==> src/rtl/lab4_branch_pht_pkg.sv <==
// Shared types and helpers for the branch PHT port scheduler.
package lab4_branch_pht_pkg;

    typedef enum logic [1:0] {
        ST_INIT   = 2'd0,
        ST_IDLE   = 2'd1,
        ST_UPD_RD = 2'd2,
        ST_UPD_WR = 2'd3
    } pht_state_e;

    // 2-bit saturating counter encodings
    localparam logic [1:0] CTR_SNT = 2'b00;
    localparam logic [1:0] CTR_WNT = 2'b01;
    localparam logic [1:0] CTR_WT  = 2'b10;
    localparam logic [1:0] CTR_ST  = 2'b11;

    function automatic logic [1:0] ctr_sat_update(input logic [1:0] ctr, input logic taken);
        logic [1:0] res;
        res = ctr;
        if (taken) begin
            if (ctr != CTR_ST) res = ctr + 2'd1;
        end else begin
            if (ctr != CTR_SNT) res = ctr - 2'd1;
        end
        return res;
    endfunction

endpackage

==> src/rtl/lab4_branch_pht_upd_queue.sv <==
// Update FIFO holding {index, taken} entries waiting for the shared PHT port.
module lab4_branch_pht_upd_queue #(
    parameter int DEPTH = 4,
    parameter int WIDTH = 12
) (
    input  logic                     clk,
    input  logic                     reset,
    input  logic                     enq_val,
    output logic                     enq_rdy,
    input  logic [WIDTH-1:0]         enq_data,
    output logic                     deq_val,
    input  logic                     deq_rdy,
    output logic [WIDTH-1:0]         deq_data,
    output logic [$clog2(DEPTH):0]   count
);

    localparam int PTR_W = $clog2(DEPTH);
    localparam logic [PTR_W:0] FULL_CNT = (PTR_W + 1)'(DEPTH);

    logic [WIDTH-1:0] mem_q [DEPTH];
    logic [PTR_W-1:0] wr_ptr_q, wr_ptr_d;
    logic [PTR_W-1:0] rd_ptr_q, rd_ptr_d;
    logic [PTR_W:0]   cnt_q, cnt_d;
    logic             push, pop;

    // Full-ness is judged on the start-of-cycle count, so a pop never makes room for a same-cycle push
    assign enq_rdy  = (cnt_q != FULL_CNT);
    assign deq_val  = (cnt_q != '0);
    assign deq_data = mem_q[rd_ptr_q];
    assign count    = cnt_q;
    assign push     = enq_val && enq_rdy;
    assign pop      = deq_val && deq_rdy;

    // Next pointer and occupancy values; pointers wrap naturally at the power-of-two depth
    always_comb begin
        wr_ptr_d = wr_ptr_q;
        rd_ptr_d = rd_ptr_q;
        cnt_d    = cnt_q;
        if (push) wr_ptr_d = wr_ptr_q + 1'b1;
        if (pop)  rd_ptr_d = rd_ptr_q + 1'b1;
        case ({push, pop})
            2'b10:   cnt_d = cnt_q + 1'b1;
            2'b01:   cnt_d = cnt_q - 1'b1;
            default: cnt_d = cnt_q;
        endcase
    end

    // Pointer and count registers
    always_ff @(posedge clk) begin
        if (reset) begin
            wr_ptr_q <= '0;
            rd_ptr_q <= '0;
            cnt_q    <= '0;
        end else begin
            wr_ptr_q <= wr_ptr_d;
            rd_ptr_q <= rd_ptr_d;
            cnt_q    <= cnt_d;
        end
    end

    // Entry storage; contents need no reset since count gates validity
    always_ff @(posedge clk) begin
        if (push && !reset) mem_q[wr_ptr_q] <= enq_data;
    end

endmodule

==> src/rtl/lab4_branch_pht_scheduler.sv <==
// Sequences one shared PHT port between init sweep, lookups and queued counter updates.
//
// state     | meaning
// ----------+-----------------------------------------------------------
// ST_INIT   | sweep every PHT entry to weakly-not-taken, one per cycle
// ST_IDLE   | serve lookups; decide whether the head update takes the port
// ST_UPD_RD | read the counter at the head update's index
// ST_UPD_WR | write the saturated counter back and pop the head update
module lab4_branch_pht_scheduler
    import lab4_branch_pht_pkg::*;
#(
    parameter int PHT_SIZE = 2048,
    parameter int UQ_DEPTH = 4,
    localparam int IDX_NBITS = $clog2(PHT_SIZE)
) (
    input  logic                 clk,
    input  logic                 reset,
    input  logic                 lk_val,
    output logic                 lk_rdy,
    input  logic [31:0]          lk_pc,
    output logic                 pred_val,
    output logic                 pred_taken,
    input  logic                 up_val,
    output logic                 up_rdy,
    input  logic [31:0]          up_pc,
    input  logic                 up_taken,
    output logic [IDX_NBITS-1:0] pht_addr,
    input  logic [1:0]           pht_rdata,
    output logic                 pht_wen,
    output logic [1:0]           pht_wdata
);

    localparam int QW    = IDX_NBITS + 1;
    localparam int CNT_W = $clog2(UQ_DEPTH) + 1;
    localparam logic [CNT_W-1:0]     Q_FULL    = CNT_W'(UQ_DEPTH);
    localparam logic [IDX_NBITS-1:0] INIT_LAST = IDX_NBITS'(PHT_SIZE - 1);

    pht_state_e           state_q, state_d;
    logic [IDX_NBITS-1:0] init_cnt_q, init_cnt_d;
    logic [1:0]           rd_ctr_q, rd_ctr_d;
    logic                 pred_val_q, pred_val_d;
    logic                 pred_taken_q, pred_taken_d;

    logic                 q_enq_rdy, q_deq_val, q_deq_rdy;
    logic [QW-1:0]        q_deq_data;
    logic [CNT_W-1:0]     q_count, q_occ;
    logic [IDX_NBITS-1:0] lk_idx, up_idx, head_idx;
    logic                 head_taken, upd_grant, lk_fire;
    logic                 unused_pc_bits;

    assign lk_idx     = lk_pc[IDX_NBITS+1:2];
    assign up_idx     = up_pc[IDX_NBITS+1:2];
    assign head_idx   = q_deq_data[QW-1:1];
    assign head_taken = q_deq_data[0];
    assign unused_pc_bits = ^{lk_pc[31:IDX_NBITS+2], lk_pc[1:0],
                              up_pc[31:IDX_NBITS+2], up_pc[1:0], q_deq_val};

    lab4_branch_pht_upd_queue #(
        .DEPTH (UQ_DEPTH),
        .WIDTH (QW)
    ) u_upd_queue (
        .clk      (clk),
        .reset    (reset),
        .enq_val  (up_val),
        .enq_rdy  (q_enq_rdy),
        .enq_data ({up_idx, up_taken}),
        .deq_val  (q_deq_val),
        .deq_rdy  (q_deq_rdy),
        .deq_data (q_deq_data),
        .count    (q_count)
    );

    assign up_rdy = q_enq_rdy && !reset;

    // Occupancy counts an update enqueued this cycle, so an update arriving at an
    // idle, empty queue is granted at once and its read lands in the next cycle.
    assign q_occ     = q_count + CNT_W'(up_val && up_rdy);
    assign upd_grant = (state_q == ST_IDLE) &&
                       ((q_occ == Q_FULL) || ((q_occ != '0) && !lk_val));
    assign lk_rdy    = (state_q == ST_IDLE) && !upd_grant && !reset;
    assign lk_fire   = lk_val && lk_rdy;

    assign pred_val   = pred_val_q && !reset;
    assign pred_taken = pred_taken_q;

    // Port mux, next-state and prediction capture
    always_comb begin
        state_d      = state_q;
        init_cnt_d   = init_cnt_q;
        rd_ctr_d     = rd_ctr_q;
        pred_val_d   = lk_fire;
        pred_taken_d = pred_taken_q;
        pht_addr     = lk_idx;
        pht_wen      = 1'b0;
        pht_wdata    = CTR_WNT;
        q_deq_rdy    = 1'b0;
        case (state_q)
            ST_INIT: begin
                pht_addr   = init_cnt_q;
                pht_wen    = 1'b1;
                init_cnt_d = init_cnt_q + 1'b1;
                if (init_cnt_q == INIT_LAST) state_d = ST_IDLE;
            end
            ST_IDLE: begin
                if (lk_fire)   pred_taken_d = pht_rdata[1];
                if (upd_grant) state_d      = ST_UPD_RD;
            end
            ST_UPD_RD: begin
                pht_addr = head_idx;
                rd_ctr_d = pht_rdata;
                state_d  = ST_UPD_WR;
            end
            ST_UPD_WR: begin
                pht_addr  = head_idx;
                pht_wen   = 1'b1;
                pht_wdata = ctr_sat_update(rd_ctr_q, head_taken);
                q_deq_rdy = 1'b1;
                state_d   = ST_IDLE;
            end
            default: state_d = ST_INIT;
        endcase
        // A reset cycle abandons any in-flight update without touching the PHT
        if (reset) begin
            pht_wen   = 1'b0;
            q_deq_rdy = 1'b0;
        end
    end

    // State and datapath registers
    always_ff @(posedge clk) begin
        if (reset) begin
            state_q      <= ST_INIT;
            init_cnt_q   <= '0;
            rd_ctr_q     <= CTR_SNT;
            pred_val_q   <= 1'b0;
            pred_taken_q <= 1'b0;
        end else begin
            state_q      <= state_d;
            init_cnt_q   <= init_cnt_d;
            rd_ctr_q     <= rd_ctr_d;
            pred_val_q   <= pred_val_d;
            pred_taken_q <= pred_taken_d;
        end
    end

endmodule
==> config.mk <==
export PLATFORM = sky130hd
export DESIGN_NAME = lab4_branch_pht_scheduler
export DESIGN_NICKNAME = d
export VERILOG_FILES = /design/src/rtl/lab4_branch_pht_pkg.sv /design/src/rtl/lab4_branch_pht_upd_queue.sv /design/src/rtl/lab4_branch_pht_scheduler.sv
export SDC_FILE = /design/constraint.sdc
export NUM_CORES = 1
export LEC_CHECK = 0
export CORE_AREA = 2 2 91 93
export DETAILED_ROUTE_END_ITERATION = 10
export DIE_AREA = 0 0 93 95
export PLACE_DENSITY = 0.7
export SETUP_SLACK_MARGIN = 0.05
export SYNTH_ARGS = -nofsm -noshare
export SYNTH_HDL_FRONTEND = slang
export SYNTH_SLANG_ARGS = --single-unit
==> constraint.sdc <==
create_clock -name clk -period 2.2 [get_ports clk]
set_input_delay 0.44 -clock clk [delete_from_list [all_inputs] [get_ports clk]]
set_output_delay 0.44 -clock clk [all_outputs]
set_load 0.01 [all_outputs]
==> results of run 1 <==
layout by cell type, fill, tap and decap left out, types with 6 or more instances in the layout:
master,Yosys,routed
nor2_1,27,24
o21ai_1,0,12
buf_2,2,14
and3_1,6,6
dfxtp_2,0,6
edfxtp_1,48,48
clkdlybuf4s50_1,0,29
dfxtp_1,26,20
xnor2_1,7,7
mux4_2,5,12
inv_1,7,7
clkbuf_8,0,9
mux2i_1,6,6
buf_6,1,13
nand2_1,18,16
xor2_1,7,7
ha_1,13,9
buf_4,0,26
a22oi_2,0,11
through the flow:
step / hold WS [ns] / instance area [sq um]
6_report: 0.505 / 4560
4_1_cts: 0.514 / 4450
3_5_place_dp: 0.494 / 4120
5_1_grt: 0.537 / 4560
2_1_floorplan: 0.468 / 3330
3_3_place_gp: 0.484 / 4120
cells in the mapped netlist, drive strengths merged, types with 2 or more instances:
master	n
xor2	7
ha	13
mux4	12
nor3	3
inv	7
nor3b	2
or3	3
nor2	27
mux2	2
nand2b	2
a22oi	11
nand4	5
nand2	18
clkbuf	6
mux2i	6
and2	2
xnor2	7
o21ai	16
a21oi	6
dfxtp	26
and3	6
buf	4
edfxtp	48
area by class of cell:
cell class | instances | area, sq um
fillers | 653 | 3370
flip-flops and latches | 74 | 1970
multi-input cells | 156 | 1400
repair buffers | 88 | 788
well taps | 105 | 131
clock buffers | 9 | 124
clock inverters | 6 | 115
inverters | 7 | 26.3
worst min-delay path by stage:
stage,start,end,slack (ns),depth (start not counted)
6_report,state_q[1]$_SDFFE_PP0P_,state_q[1]$_SDFFE_PP0P_,0.51,2
5_1_grt,state_q[1]$_SDFFE_PP0P_,state_q[1]$_SDFFE_PP0P_,0.54,2
4_1_cts,pred_taken$_SDFFE_PP0P_,pred_taken$_SDFFE_PP0P_,0.51,2
3_5_place_dp,pred_taken$_SDFFE_PP0P_,pred_taken$_SDFFE_PP0P_,0.49,2
3_3_place_gp,pred_taken$_SDFFE_PP0P_,pred_taken$_SDFFE_PP0P_,0.48,2
2_1_floorplan,rd_ctr_q[0]$_SDFFE_PP0P_,rd_ctr_q[0]$_SDFFE_PP0P_,0.47,2
per-layer routing:
| layer | vias up | part of all wire [%] | GRT usage, % | wire (um) |
|---|---|---|---|---|
| li1 | 1087 | - | - | - |
| met1 | 1101 | 46 | 21.0 | 3160 |
| met2 | 46 | 48 | 26.2 | 3360 |
| met3 | 10 | 4.4 | 4.39 | 307 |
| met4 | 0 | 1.4 | 5.76 | 99 |
| met5 | - | 0 | 0 | 0 |
logic make-up after synthesis:
kind of cell / count (synthesis) / share of synthesized area [%]
muxes: 20 / 11.6
buffers and inverters: 17 / 2.24
DFF: 74 / 59.5
adders and majority gates: 14 / 5.54
and+or+nand+nor: 71 / 10.3
xor gates and xnor gates: 14 / 3.72
AOI/OAI and AO/OA: 37 / 7.02
flip-flops by register name (all words and copies together) (netlist names), named ones only:
signal,flops
rd_ctr_q,2
u_upd_queue.mem_q,48
pred_taken,1
u_upd_queue.rd_ptr_q,2
u_upd_queue.count,3
pred_val_q,1
u_upd_queue.wr_ptr_q,2
init_cnt_q,11
state_q,2
worst min-delay path, cell delays in order (launching register included):
cell and delay (ns):
dfxtp_2 0.34, nand2b_1 0.07, mux2i_1 0.06
report_power, final:
part	switching, W	leakage [nW]	internal, W
logic	0.000488	0.903	0.000505
registers	0.0000560	0.650	0.00155
clock network	0.000520	0.116	0.000753
what timing repair did:
action | 4_1_cts | 5_1_grt
pin swaps | 15 | 13
endpoints found under the setup margin | 20 | 19
hold buffers | 0 | 0
resized for setup | 108 | 18
setup buffers | 9 | 6
==> results.toml, run 1 <==
[status]
outcome = "finished, violations left"
violations_in_the_final_reports = "setup timing"

[die]
floorplan.initialDensity_pct = 41.6
design.die.area_sq_mm = 0.00884
fp-row-count = 33
die_h_um = 95
placeable_area_sq_mm = 0.00793
chipWidth_um = 93
ports_placed_on_the_boundary = 89

[timing]
period_share_pct = 114
skew_ns = 0.00925
count_of_final_setup_violators = 15
fmaxAchievable_mhz = 398
final-max-slew-violation-count = 0
timing.max_slew.rel_slack_pct = 60.6
grt_setup_unrepaired = "yes"
total_count_of_hold_check_failures_in_the_final_report = 0
tns_ns = -1.53
max_slew.worst_pin.slew_ns = 0.584
final.setup.worst_slack_ns = -0.314
final_period_minus_worst_setup_slack_ns = 2.51

[setup_path]
crit-reg2reg-launch = "u_upd_queue.count[1]$_SDFFE_PP0P_"
worstSetupPathDepth = 10
crit-reg2reg-capture = "state_q[0]$_SDFFE_PP0P_"
worst_setup_path_startpoint = "u_upd_queue.count[1]$_SDFFE_PP0P_"
rrSetupSlack_ns = -0.22
timing_worst_setup_path_type = "flip-flop to output pin"
category_of_the_worst_setup_path_launch_point = "flip-flop"
largest_stage_delay_on_the_critical_path_ns = 0.34
reg2reg_depth = 12
setup.worst_path.end_class = "output pin"
crit_arrival_ns = 2.07
capture_point_of_the_critical_path = "lk_rdy"
cp_cell_sequence = "nor2_4 -> a21oi_4 -> and2_4 -> ha_4 -> ha_4 -> nor2_4 -> mux2_4 -> nand2_4 -> nor2_2 -> buf_2"
critical_path_peak_fanout = 2
timing.critical_path.max_delay_family = "simple AND/OR/NAND/NOR gates"
worst_ep_required_time_ns = 1.76
crit_path_top_delay_cell = "dfxtp_2"
cp_num_buf_inv = 1

[global_routing]
globalRouteTotalUtil_pct = 16.2
via_count_of_the_first_global_routing_pass = 2166
grt-ovfl-total = 0
pin_count_of_the_biggest_net_entering_global_routing = 33
grt_first_pass_wirelength_um = 10600
number_of_antenna_violations_at_the_first_check_in_global_routing = 0

[synth]
async_flop_share_pct = 0
yosys_register_bits = 74
synth_top_area_share_pct = 43.7
yosys-top-cells-area = "edfxtp_1, dfxtp_1, mux4_1"
netlist_area_sq_mm = 0.00330
synth-edff-count = 48
seq_area_frac_synth_pct = 59.5
syn_area_per_cell_sq_um = 13.3
synth_ff_type = "edfxtp_1"
ys_warn_count = 0
yosysUniqueCellTypes = 37
synth_fp_nets = 332
synthesis.instances = 247
synth_top_area_cell = "edfxtp_1"

[power_and_ir_drop]
powerDensity_mw_per_mm2 = 850
leakage_nw = 1.67
ir_drop_uv = 649
power_w = 0.00387

[route]
remaining_drc_errors = 0
wl_um = 6920
drt-pass1-iter-count = 4
drt_first_iter_violations = 95
drt-vias-per-instance = 5.04
postRouteAntennaNets = 0
avgRoutedWirePerCell_um = 15.6
detailroute.via_count = 2244

[cts]
number_of_clock_buffers_inserted_by_tritoncts = 9
insertion_delay_ns = 0.35
max-clock-path-buffers = 2
cts_root_buf = "clkbuf_8"
clkSinkCount = 74
clkSlewWorstSetupHoldPaths_ns = 0.08
clock_tree_from_tritoncts = "done"
clock_tree.htree_level_count = 3

[placed_design]
globalplace.congestion = 0.761
numPortBuffers = 46
place.detailed.instances = 415
post-dp-hpwl_um = 4430
dp_worst_setup_slack_ns = -0.902

[worst_hold_path]
hold_wc_path_type = "flip-flop to flip-flop"

[layout]
finalCoreUtilization_pct = 57.5
num_antenna_cells = 0
num-nets-final = 421
finish.cell_count_without_fillers = 445
syn_to_final_growth_pct = 38.3
share_of_final_layout_standard_cells_stronger_than_drive_strength_1_pct = 35.6

[run]
maxCapViolCount = 0
Note: power is estimated with default switching activity, not from simulation.
==> run 2, diff against run 1 <==
--- a/config.mk
+++ b/config.mk
@@ -9,6 +9,7 @@
 export DETAILED_ROUTE_END_ITERATION = 10
 export DIE_AREA = 0 0 93 95
 export PLACE_DENSITY = 0.7
+export REMOVE_ABC_BUFFERS = 1
 export SETUP_SLACK_MARGIN = 0.05
 export SYNTH_ARGS = -nofsm -noshare
 export SYNTH_HDL_FRONTEND = slang
==> run 2 against run 1 <==
  * Critical endpoint unchanged
  * Largest cell class unchanged
  * Maximum frequency shrank 0.59%
  * Hold slack lost 0.0069 ns
  * Die area is the same
  * First-iteration DRC count shrank 2.1%
  * Non-clock buffer count shrank 3
  * The flow still finishes with violations (setup timing)
  * Global-route usage is essentially flat
  * Flip-flop and latch count is the same
  * Utilization shrank 1.3 points
  * Critical path depth is the same
  * Cell count shrank 0.45%
==> results.toml, run 2 (synthesis results as in run 1) <==
[status]
outcome = "finished, violations left"
violations_in_the_final_reports = "setup timing"

[cts]
max-clock-path-buffers = 2
number_of_clock_buffers_inserted_by_tritoncts = 9
clkSlewWorstSetupHoldPaths_ns = 0.09
insertion_delay_ns = 0.34
clock_tree.htree_level_count = 3
cts_root_buf = "clkbuf_8"
cts_hold_buf = 0
clock_tree_from_tritoncts = "done"
clkSinkCount = 74

[route]
drt-pass1-iter-count = 4
drt_first_iter_violations = 93
remaining_drc_errors = 0
drt-vias-per-instance = 4.99
wl_um = 6540
postRouteAntennaNets = 0
detailroute.via_count = 2212
avgRoutedWirePerCell_um = 14.8

[timing]
skew_ns = 0.00782
final_period_minus_worst_setup_slack_ns = 2.53
grt_setup_unrepaired = "yes"
max_slew.worst_pin.slew_ns = 0.457
total_count_of_hold_check_failures_in_the_final_report = 0
count_of_final_setup_violators = 12
final.setup.worst_slack_ns = -0.329
final-max-slew-violation-count = 0
fmaxAchievable_mhz = 395
timing.max_slew.rel_slack_pct = 69.3
period_share_pct = 115

[setup_path]
worst_ep_required_time_ns = 1.76
critical_path.most_common_cell = "nor2_4"
timing_worst_setup_path_type = "flip-flop to output pin"
cp_cell_sequence = "nor2_4 -> a21oi_2 -> and2_1 -> ha_2 -> ha_4 -> nor2_4 -> mux2_4 -> nand2_2 -> nor2_2 -> buf_2"
setup.worst_path.end_class = "output pin"
largest_stage_delay_on_the_critical_path_ns = 0.36
crit_arrival_ns = 2.09
timing.critical_path.max_delay_family = "adder cells"
cp_num_buf_inv = 1
category_of_the_worst_setup_path_launch_point = "flip-flop"
critical_path_peak_fanout = 2
crit_path_top_delay_cell = "dfxtp_2"

[layout]
num-nets-final = 418
syn_to_final_growth_pct = 35.2
layout.cells.most_common = "edfxtp_1"
largest_register = "u_upd_queue.mem_q"
num_antenna_cells = 0
share_of_final_layout_standard_cells_stronger_than_drive_strength_1_pct = 34.9
commonest_cells_after_routing_fill_and_taps_aside = "edfxtp_1, clkdlybuf4s50_1, buf_4"
largest_register_ff_count = 48

[global_routing]
via_count_of_the_first_global_routing_pass = 2246
number_of_antenna_violations_at_the_first_check_in_global_routing = 0
grt_util_met3_pct = 3.51
grt-ovfl-total = 0
globalRouteMet2Util_pct = 27.8
grt_first_pass_wirelength_um = 10800
pin_count_of_the_biggest_net_entering_global_routing = 33
routing_usage_on_met1_pct = 20.3
busiest_layer = "met2"
globalRouteTotalUtil_pct = 16.2

[power_and_ir_drop]
power.sequential.fraction_pct = 45.3
power.net_switching_w = 0.00108
ir_drop_uv = 487
powerDensity_mw_per_mm2 = 795
power_w = 0.00354
leakage_nw = 1.62
internal-power_w = 0.00247
power.share.switching_pct = 30.4
power.share.clock_pct = 27.7
portion_of_total_power_attributed_to_combinational_logic_pct = 27.1

[die]
floorplan.initialDensity_pct = 41.6
fp-row-count = 33
chipWidth_um = 93
die_h_um = 95
design.die.area_sq_mm = 0.00884
ports_placed_on_the_boundary = 89
placeable_area_sq_mm = 0.00793

[placed_design]
globalplace.congestion = 0.792
numPortBuffers = 46
post-dp-hpwl_um = 4380
dp_worst_setup_slack_ns = -0.939

[worst_hold_path]
hold_wc_path_type = "flip-flop to flip-flop"

[run]
maxCapViolCount = 0
[run 2: changes by cell type in the layout (fill, tap and decap cells not counted), sizes merged]
cell,delta
clkinv,+1
inv,+3
clkdlybuf4s50,-1
bufinv,-3
buf,-3
clkbuf,+1
[run 2: final timing paths]
| check | start | endpoint | slack (ns) | cells past startpoint |
|---|---|---|---|---|
| worst max-delay path | u_upd_queue.count[0]$_SDFFE_PP0P_ | lk_rdy | -0.33 | 10 |
| worst min-delay path | pred_taken$_SDFFE_PP0P_ | pred_taken$_SDFFE_PP0P_ | 0.50 | 2 |
| worst max register to register | u_upd_queue.count[0]$_SDFFE_PP0P_ | state_q[0]$_SDFFE_PP0P_ | -0.01 | 10 |
| worst min register to register | pred_taken$_SDFFE_PP0P_ | pred_taken$_SDFFE_PP0P_ | 0.50 | 2 |
[run 2: routing by layer]
metal	share of wire (%)	vias to the layer above
met5	0	-
met4	1.5	0
met3	2.8	10
met2	50	36
met1	45	1078
li1	-	1088
[run 2: repair_timing]
item                       CTS  global route
buffers inserted             8             2
setup endpoints to repair   20            20
cloned                       1             0
pin swaps                   18             6
gates resized for setup    114            13
[run 2: stage by stage]
step | hold WS [ns] | util, % | cell area, sq um | TNS [ns] | cells
after floorplan | 0.468 | - | 3250 | -0.379 | 237
after global placement | 0.481 | 51.6 | 4090 | -4.19 | 416
after detailed placement | 0.485 | 51.6 | 4090 | -4.74 | 416
after CTS | 0.506 | 55.5 | 4400 | -1.23 | 441
after global routing | 0.525 | 56.2 | 4460 | -1.94 | 443
final | 0.499 | 56.2 | 4460 | -0.938 | 443
[run 2: power groups by stage]
stage | Sequential [W] | Clock, W | Combinational, W
3_5_place_dp | 0.00163 | 0 | 0.000942
5_1_grt | 0.00161 | 0.00108 | 0.00105
2_1_floorplan | 0.00162 | 0 | 0.000422
6_report | 0.00160 | 0.000981 | 0.000959
3_3_place_gp | 0.00162 | 0 | 0.000929
4_1_cts | 0.00160 | 0.00100 | 0.000949
[run 2: layout make-up]
class | count | area (sq um)
Fill cell | 676 | 3470
Sequential cell | 74 | 1970
Multi-Input combinational cell | 156 | 1370
Timing Repair Buffer | 85 | 776
Tap cell | 105 | 131
Clock buffer | 9 | 124
Clock inverter | 7 | 60.1
Inverter | 7 | 26.3
[run 2: worst min-delay path, cell delays in order (launching register included)]
cell and delay [ns]:
dfxtp_1 0.33, mux2i_1 0.07, nor2_1 0.07
==> run 3, diff against run 2 <==
--- a/config.mk
+++ b/config.mk
@@ -9,6 +9,7 @@
 export DETAILED_ROUTE_END_ITERATION = 10
 export DIE_AREA = 0 0 93 95
 export PLACE_DENSITY = 0.7
+export RECOVER_POWER = 25
 export REMOVE_ABC_BUFFERS = 1
 export SETUP_SLACK_MARGIN = 0.05
 export SYNTH_ARGS = -nofsm -noshare
==> run 3 against run 2 <==
  * The run still ends with setup timing left
  * Clock skew about the same
  * Register-to-register slack about the same
  * Global-route usage stayed put
  * Flip-flop and latch count is the same
  * Critical endpoint unchanged
  * Largest cell class unchanged
==> results.toml, run 3 (synthesis results as in run 1) <==
[status]
outcome = "finished, violations left"
violations_in_the_final_reports = "setup timing"

[setup_path]
crit-reg2reg-capture = "state_q[0]$_SDFFE_PP0P_"
timing.critical_path.max_delay_family = "adder cells"
largest_stage_delay_on_the_critical_path_ns = 0.36
worst_ep_required_time_ns = 1.76
crit_arrival_ns = 2.09
critical_path_peak_fanout = 2
crit_path_top_delay_cell = "dfxtp_2"
timing_worst_setup_path_type = "flip-flop to output pin"
crit-reg2reg-launch = "u_upd_queue.count[0]$_SDFFE_PP0P_"
reg2reg_depth = 10
rrSetupSlack_ns = -0.01
critical_path.most_common_cell = "nor2_4"
cp_cell_sequence = "nor2_4 -> a21oi_2 -> and2_1 -> ha_2 -> ha_4 -> nor2_4 -> mux2_4 -> nand2_2 -> nor2_2 -> buf_2"
cp_num_buf_inv = 1
category_of_the_worst_setup_path_launch_point = "flip-flop"
setup.worst_path.end_class = "output pin"

[die]
design.die.area_sq_mm = 0.00884
floorplan.initialDensity_pct = 41.6
chipWidth_um = 93
die_h_um = 95
ports_placed_on_the_boundary = 89
fp-row-count = 33
placeable_area_sq_mm = 0.00793

[worst_hold_path]
holdPathStages = 2
timing.hold.worst.start = "pred_taken$_SDFFE_PP0P_"
worst_hold_path.endpoint = "pred_taken$_SDFFE_PP0P_"
hold_wc_path_type = "flip-flop to flip-flop"

[route]
postRouteAntennaNets = 0
drt-pass1-iter-count = 4
drt-vias-per-instance = 4.99
wl_um = 6550
detailroute.via_count = 2211
drt_first_iter_violations = 89
avgRoutedWirePerCell_um = 14.8
remaining_drc_errors = 0

[timing]
grt_setup_unrepaired = "yes"
final-max-slew-violation-count = 0
skew_ns = 0.00782
count_of_final_setup_violators = 12
tns_ns = -0.938
timing.max_slew.rel_slack_pct = 69.3
period_share_pct = 115
max_slew.worst_pin.slew_ns = 0.457
total_count_of_hold_check_failures_in_the_final_report = 0
final.setup.worst_slack_ns = -0.329
final_period_minus_worst_setup_slack_ns = 2.53
fmaxAchievable_mhz = 395

[layout]
num-nets-final = 418
largest_register_ff_count = 48
layout.cells.most_common = "edfxtp_1"
syn_to_final_growth_pct = 35.2
commonest_cells_after_routing_fill_and_taps_aside = "edfxtp_1, buf_4, nor2_1"
num_antenna_cells = 0
share_of_final_layout_standard_cells_stronger_than_drive_strength_1_pct = 34.9
largest_register = "u_upd_queue.mem_q"

[run]
maxCapViolCount = 0

[power_and_ir_drop]
power.net_switching_w = 0.00108
power.share.switching_pct = 30.4
powerDensity_mw_per_mm2 = 794
portion_of_total_power_attributed_to_combinational_logic_pct = 27.0
internal-power_w = 0.00246
power.sequential.fraction_pct = 45.3
power.share.clock_pct = 27.7
leakage_nw = 1.62
ir_drop_uv = 486

[cts]
cts_hold_buf = 0
clkSlewWorstSetupHoldPaths_ns = 0.09
insertion_delay_ns = 0.34
clock_tree_from_tritoncts = "done"
max-clock-path-buffers = 2
clkSinkCount = 74
clock_tree.htree_level_count = 3
cts_root_buf = "clkbuf_8"
number_of_clock_buffers_inserted_by_tritoncts = 9

[placed_design]
numPortBuffers = 46
post-dp-hpwl_um = 4380
dp_worst_setup_slack_ns = -0.939
globalplace.congestion = 0.792

[global_routing]
number_of_antenna_violations_at_the_first_check_in_global_routing = 0
via_count_of_the_first_global_routing_pass = 2246
grt-ovfl-total = 0
grt_first_pass_wirelength_um = 10800
globalRouteTotalUtil_pct = 16.2
pin_count_of_the_biggest_net_entering_global_routing = 33
==> run 3: cell count changes in the layout (fill, tap and decap cells not counted) <==
cell             change
clkdlybuf4s50_1      -9
dlygate4sd3_1        +9
==> run 3: what timing repair did <==
item | in CTS | in global routing
pin swaps | 18 | 6
buffers inserted | 8 | 2
gates cloned | 1 | 0
setup endpoints to repair | 20 | 20
gates resized for setup | 114 | 13
==> run 3: area by class of cell <==
type | instances | area, sq um
flip-flops and latches | 74 | 1970
inverters | 7 | 26.3
fillers | 676 | 3470
repair buffers | 85 | 776
multi-input cells | 156 | 1370
clock buffers | 9 | 124
well taps | 105 | 131
clock inverters | 7 | 60.1
==> run 3: per-stage QoR <==
stage	cells	utilization (%)	power, W	hold slack, ns	instance area, sq um
finish	443	56.2	0.00354	0.499	4460
global route	443	56.2	0.00374	0.525	4460
CTS	441	55.5	0.00355	0.506	4400
detailed placement	416	51.6	0.00257	0.485	4090
global placement	416	51.6	0.00255	0.481	4090
floorplan	237	-	0.00204	0.468	3250
==> run 3: worst min-delay path, cell delays in order (launching register included) <==
cell,delay [ns]
dfxtp_1,0.33
mux2i_1,0.07
nor2_1,0.07
==> run 3: per-layer routing <==
metal  GRT usage [%]  vias to the layer above  wire [um]
met5               0                        -          0
met2            27.8                       34       3290
met3            3.51                       10        172
li1                -                     1088          -
met1            20.3                     1079       2980
met4            5.88                        0         99
==> run 3: how the worst max path moves through the flow <==
stage                     slack, ns  depth (start not counted)                              start                       to
after floorplan               -0.20                          9  u_upd_queue.count[0]$_SDFFE_PP0P_  state_q[0]$_SDFFE_PP0P_
after global placement        -0.88                         10                              reset                   lk_rdy
after detailed placement      -0.94                         10                              reset                   lk_rdy
after CTS                     -0.33                         10  u_upd_queue.count[0]$_SDFFE_PP0P_                   lk_rdy
after global routing          -0.43                         10  u_upd_queue.count[0]$_SDFFE_PP0P_                   lk_rdy
final                         -0.33                         10  u_upd_queue.count[0]$_SDFFE_PP0P_                   lk_rdy
==> run 3: power groups by stage <==
stage / clock (W) / sequential [W] / combinational, W
floorplan: 0 / 0.00162 / 0.000422
global placement: 0 / 0.00162 / 0.000929
detailed placement: 0 / 0.00163 / 0.000942
CTS: 0.00100 / 0.00160 / 0.000949
global route: 0.00108 / 0.00161 / 0.00105
finish: 0.000981 / 0.00160 / 0.000955
